==> src/rtl/tx_burst_ramp.sv <==
// TX burst gain ramp between the baseband stream and the DUC: ramp up, hold, tail ramp down, mute.
// Define TX_BURST_RAMP_ROUND_EN for round-half-up scaling; otherwise the scaling truncates (floor).
module tx_burst_ramp #(
  parameter int BASE = 0
) (
  input  logic        clk,
  input  logic        reset_n,
  input  logic        enable,
  input  logic        set_stb,
  input  logic [7:0]  set_addr,
  input  logic [31:0] set_data,
  input  logic        run,
  input  logic        duc_in_strobe,
  output logic [31:0] duc_in_sample,
  output logic        bb_strobe,
  input  logic [31:0] bb_sample,
  output logic        burst_done
);

  typedef enum logic [2:0] {IDLE, RAMP_UP, HOLD, RAMP_DOWN, DONE} state_t;

  localparam logic [15:0] UNITY     = 16'h8000;
  localparam logic [7:0]  ADDR_STEP = 8'(BASE);
  localparam logic [7:0]  ADDR_LEN  = 8'(BASE + 1);
  localparam logic [7:0]  ADDR_TAIL = 8'(BASE + 2);

  state_t      r_state;
  logic [15:0] r_step;
  logic [31:0] r_len;
  logic [15:0] r_tail;
  logic [31:0] r_len_l;
  logic [31:0] r_s;
  logic [31:0] r_k;
  logic [15:0] r_gain;
  logic        r_run_d;
  logic        r_done;

  logic [31:0] w_start_s;
  logic [31:0] w_k_next;
  logic [16:0] w_up_sum;
  logic [15:0] w_up_gain;
  logic [15:0] w_dn_gain;
  logic        w_bounded;
  logic        w_active;

  function automatic logic [15:0] scale(input logic [15:0] x, input logic [15:0] g);
    logic signed [31:0] p;
    p = $signed({{16{x[15]}}, x}) * $signed({16'h0000, g});
`ifdef TX_BURST_RAMP_ROUND_EN
    p = p + 32'sh0000_4000;
`endif
    scale = p[30:15];
  endfunction

  assign w_start_s = ({16'h0000, r_tail} >= r_len) ? 32'd0 : r_len - {16'h0000, r_tail};
  assign w_k_next  = (&r_k) ? r_k : r_k + 32'd1;
  assign w_up_sum  = {1'b0, r_gain} + {1'b0, r_step};
  assign w_up_gain = (w_up_sum >= {1'b0, UNITY}) ? UNITY : w_up_sum[15:0];
  assign w_dn_gain = (r_gain > r_step) ? r_gain - r_step : 16'h0000;
  assign w_bounded = (r_len_l != 32'd0);
  assign w_active  = (r_state == RAMP_UP) || (r_state == HOLD) || (r_state == RAMP_DOWN);

  always_ff @(posedge clk) begin
    if (!reset_n) begin
      r_state <= IDLE;
      r_step  <= 16'h0100;
      r_len   <= 32'd0;
      r_tail  <= 16'h0000;
      r_len_l <= 32'd0;
      r_s     <= 32'd0;
      r_k     <= 32'd0;
      r_gain  <= 16'h0000;
      r_run_d <= 1'b0;
      r_done  <= 1'b0;
    end else begin
      r_run_d <= run;
      r_done  <= 1'b0;
      if (set_stb) begin
        if (set_addr == ADDR_STEP) r_step <= set_data[15:0];
        if (set_addr == ADDR_LEN)  r_len  <= set_data;
        if (set_addr == ADDR_TAIL) r_tail <= set_data[15:0];
      end
      if (!enable || !run) begin
        r_state <= IDLE;
        r_gain  <= 16'h0000;
        r_k     <= 32'd0;
      end else begin
        case (r_state)
          IDLE: begin
            // Burst starts on the registered rising edge of run; a strobe this cycle is not counted.
            if (!r_run_d) begin
              r_len_l <= r_len;
              r_s     <= w_start_s;
              r_k     <= 32'd0;
              if ((r_len != 32'd0) && (w_start_s == 32'd0)) begin
                r_gain  <= UNITY;
                r_state <= RAMP_DOWN;
              end else if (r_step == 16'h0000) begin
                r_gain  <= UNITY;
                r_state <= HOLD;
              end else begin
                r_gain  <= 16'h0000;
                r_state <= RAMP_UP;
              end
            end
          end
          DONE: ;
          default: begin
            if (duc_in_strobe) begin
              r_k <= w_k_next;
              if (w_bounded && (w_k_next >= r_len_l)) begin
                r_state <= DONE;
                r_gain  <= 16'h0000;
                r_done  <= 1'b1;
              end else if (w_bounded && (w_k_next > r_s)) begin
                r_state <= RAMP_DOWN;
                if (r_step != 16'h0000) r_gain <= w_dn_gain;
              end else begin
                // Ramp-up rule also produces the tail starting gain at k == S.
                r_gain <= (r_step == 16'h0000) ? UNITY : w_up_gain;
                if (w_bounded && (w_k_next == r_s))
                  r_state <= RAMP_DOWN;
                else if ((r_step == 16'h0000) || (w_up_gain == UNITY))
                  r_state <= HOLD;
                else
                  r_state <= RAMP_UP;
              end
            end
          end
        endcase
      end
    end
  end

  always_comb begin
    if (!enable)
      duc_in_sample = bb_sample;
    else if (w_active)
      duc_in_sample = {scale(bb_sample[31:16], r_gain), scale(bb_sample[15:0], r_gain)};
    else
      duc_in_sample = 32'h0000_0000;
  end

  assign bb_strobe  = duc_in_strobe;
  assign burst_done = r_done & enable;

endmodule
==> config.mk <==
export PLATFORM = sky130hd
export DESIGN_NAME = tx_burst_ramp
export DESIGN_NICKNAME = d
export VERILOG_FILES = /design/src/rtl/tx_burst_ramp.sv
export SDC_FILE = /design/constraint.sdc
export NUM_CORES = 2
export LEC_CHECK = 0
export ABC_AREA = 1
export CAP_MARGIN = 25
export CORE_MARGIN = 8
export CORE_UTILIZATION = 66
export CTS_CLUSTER_SIZE = 16
export DETAILED_ROUTE_END_ITERATION = 16
export DONT_BUFFER_PORTS = 1
export GPL_TIMING_DRIVEN = 0
export PLACE_DENSITY = 0.78
export SLEW_MARGIN = 30
export SYNTH_ARGS = -nofsm -noshare
export SYNTH_HDL_FRONTEND = slang
export SYNTH_SLANG_ARGS = --single-unit
export TNS_END_PERCENT = 10
==> constraint.sdc <==
create_clock -name clk -period 19.7 [get_ports clk]
set_input_delay 1.97 -clock clk [delete_from_list [all_inputs] [get_ports clk]]
set_output_delay 1.97 -clock clk [all_outputs]
set_load 0.005 [all_outputs]
==> metrics.md <==
| Metric | Value |
|---|---|
| CP max FO | `10` |
| Worst-Margin Slew | `1.026 ns` |
| Worst slack at placement | `9.323 ns` |
| Die area | `53490 um^2` |
| Setup crit end kind | `primary output` |
| Design Power | `0.0009324 W` |
| Avg Synthesized Cell Area | `6.979 um^2` |
| Worst hold slack | `0.4865 ns` |
| Hold buffer count at CTS | `0` |
| Post-cts resize count | `0` |
| Largest cells by area after synthesis | `fa_1 25%, ha_1 13%, nand2_1 13%, inv_1 13%, dfxtp_1 12%` |
| Slew Viols, Final | `0` |
| Post-synthesis instance total | `4383` |
| Largest net degree at the start of global routing | `19` |
| YS warnings | `0` |
| Initial Util | `66.26%` |
| Syn-to-layout area delta | `4.467%` |
| Core Util, Final | `69.22%` |
| Max Buffers Root-to-Sink | `2` |
| Slowest stage delay, CP | `0.54 ns` |
| Skew-Pair Late Insertion Delay | `0.45 ns` |
| Initial antenna violation count | `3` |
| Final GP Congestion | `0.9976` |
| Net count, final | `5199` |
| Core Area | `46160 um^2` |
| Reg clk slew, reported paths | `0.07 ns` |
| Post-Synthesis Cell Area | `30590 um^2` |
| Overflow after GRT | `0` |
| Buffers plus inverters on the worst setup path | `7` |
| LEAKAGE | `17.67 nW` |
| CP delay by family, top | `adder cells` |
| FF+latch count, synth | `181` |
| Horiz. Die Dim | `231.3 um` |
| Power per Cell Area | `29.18 nW/um^2` |
| Synth cell types | `56` |
| Sequential element share of the synthesized area | `11.85%` |
| Die Height | `231.3 um` |
| Total setup buffers inserted after CTS | `0` |
| Startpoint types | `input pin` |
| TritonCTS Buffers | `17` |
| Most frequent cells in the layout | `1079 x nand2_1, 1047 x inv_1, 389 x fa_1` |
| Crit path time final | `10.54 ns` |
| Hold Vio Cnt, Final | `0` |
| Root Driver | `clkbuf_16` |
| Crit-path most repeated cell | `fa_1` |
| Most common cell after layout, fill and taps aside | `nand2_1` |
| Final setup violation count | `0` |
| CP required | `17.73 ns` |
| Clock skew | `0.01078 ns` |
| Fmax | `0.09487 GHz` |
| Final period util | `53.51%` |
| Vias per inst | `5.636` |
| Fin Setup TNS | `0 ns` |
| Post-synth EDFFs | `0` |
| Layout cells sized above 1 | `2.559%` |
| Hold WC Path Type | `reg -> reg` |
| Status | `finished, final reports clean` |
| Remaining antenna violation count | `0` |
| Post-synth top area share | `25.46%` |
| Max VDD drop | `0.00004649 V` |
| Crit path DAT | `8.57 ns` |
| DR vias | `28320` |
| Wire length per cell | `18.37 um` |
| Slowest CP cell | `clkbuf_1` |
| Setup ws final | `9.159 ns` |
| RSZ-0062 raised after global routing | `false` |
| Leading area contributor after synthesis | `fa_1` |
| Crit-path cells | `clkbuf_1 -> clkbuf_1 -> nand2_1 -> fa_1 -> inv_1 -> fa_1 -> inv_1 -> fa_1 -> inv_1 -> fa_1 -> fa_1 -> inv_1 -> fa_1 -> inv_1 -> ha_1 -> a21oi_1 -> o21ai_0 -> a21oi_1 -> nand3_1 -> nand2_1 -> o211ai_1 -> nand2_1 -> nand2_1 -> o22ai_1` |
| DRC | `0` |
| Synth Flop Type | `dfxtp_1` |
| Mapped Nets | `5179` |
| HPWL Detailed | `76.29 mm` |
| Tot GR Track Use | `34.78%` |
| WL final | `92.32 mm` |
| CP Class | `in -> out` |
| Buffers on Ports | `0` |
| I/O pin cnt | `112` |
| Relative slew slack | `31.62%` |
| CTS tree | `yes` |
| Sink Count | `181` |
| Detailed router's first-iteration violation count | `2711` |
| Rows | `79` |
| Max_cap viols | `0` |
| Vias in the first global route | `27710` |
| H-tree depth | `4` |
| Drt pass-1 iters | `8` |
| Ys async rst share | `0%` |
| First-pass GRT wire length | `147.0 mm` |
| Fillers | `4124` |
-- final cells by class --
class                   instances  area [um^2]  area share (%)
inverters                    1060         3979           12.45
multi-input cells            2953        22220           69.54
clock inverters                15        157.7          0.4934
repair buffers                  1        11.26         0.03524
clock buffers                  17        425.4           1.331
well taps                     607        759.5           2.377
diodes                          2        5.005         0.01566
plain buffers                 189        772.0           2.416
flip-flops and latches        181         3623           11.34
-- Yosys cell counts, types with 11 or more instances --
| cell type | number |
|---|---|
| buf_2 | 11 |
| o21ai_1 | 18 |
| xor2_1 | 48 |
| o21ai_0 | 168 |
| nand4_1 | 43 |
| nor2_2 | 11 |
| nor4_1 | 18 |
| nor2_1 | 226 |
| ha_1 | 329 |
| inv_1 | 1047 |
| dfxtp_1 | 181 |
| nor3_1 | 39 |
| fa_1 | 389 |
| nand2_1 | 1079 |
| nand3_1 | 123 |
| clkbuf_1 | 164 |
| a211oi_1 | 49 |
| xnor2_1 | 20 |
| a21oi_1 | 289 |
| nand2_2 | 15 |
-- where the power goes --
part	switching [W]	leakage [nW]	internal, W
Combinational	0.000147	15.9	0.0000610
Clock	0.000165	0.292	0.000180
Sequential	0.00000528	1.47	0.000375
Total	0.000317	17.7	0.000616
-- registers in the layout, indices dropped and copies added (netlist names) --
name,cells
r_done,1
r_gain,16
r_k,32
r_len,32
r_len_l,32
r_run_d,1
r_s,32
r_state,3
r_step,16
r_tail,16
-- worst reg2reg max path: cells and delay by family (launching register included) --
kind | cells | cell delay, ns
AND/OR/NAND/NOR | 21 | 2.55
AO/OA/AOI/OAI | 4 | 0.66
adder cells (fa/ha/maj) | 2 | 0.53
flip-flops | 1 | 0.44
buffers and inverters | 2 | 0.31
XOR/XNOR | 1 | 0.13
-- cell families after synthesis --
| logic type | Yosys count | share of synthesized area [%] |
|---|---|---|
| xor+xnor | 69 | 2.000 |
| simple gates | 1579 | 21.16 |
| compound gates | 586 | 10.52 |
| buf+inv | 1249 | 15.52 |
| flops | 181 | 11.85 |
| fa+ha+maj | 718 | 38.92 |
| mux | 1 | 0.03273 |
-- metrics by stage --
| step | area, um^2 | cells |
|---|---|---|
| after CTS | 31950 | 5023 |
| after global placement | 31350 | 4990 |
| after global routing | 31950 | 5024 |
| final | 31950 | 5025 |
| after floorplan | 30590 | 4383 |
| after detailed placement | 31370 | 4991 |
-- metal layers --
layer	GRT usage, %	up-vias	wire (um)
li1	-	13340	-
met2	51.51	1484	38690
met3	11.88	233	12090
met1	46.65	13260	37680
met4	13.21	6	3807
met5	0	-	40
-- final timing paths --
path,from,to,slack (ns),cells after the start
worst max-delay path,bb_sample[8],duc_in_sample[15],9.16,24
worst min register to register,r_k[5]$_SDFFE_PP0P_,r_k[5]$_SDFFE_PP0P_,0.49,2
worst max register to register,r_k[0]$_SDFFE_PP0P_,r_gain[12]$_SDFFE_PP0P_,14.99,30
worst min-delay path,r_k[5]$_SDFFE_PP0P_,r_k[5]$_SDFFE_PP0P_,0.49,2
No activity file was read; power rests on OpenSTA's default activity.
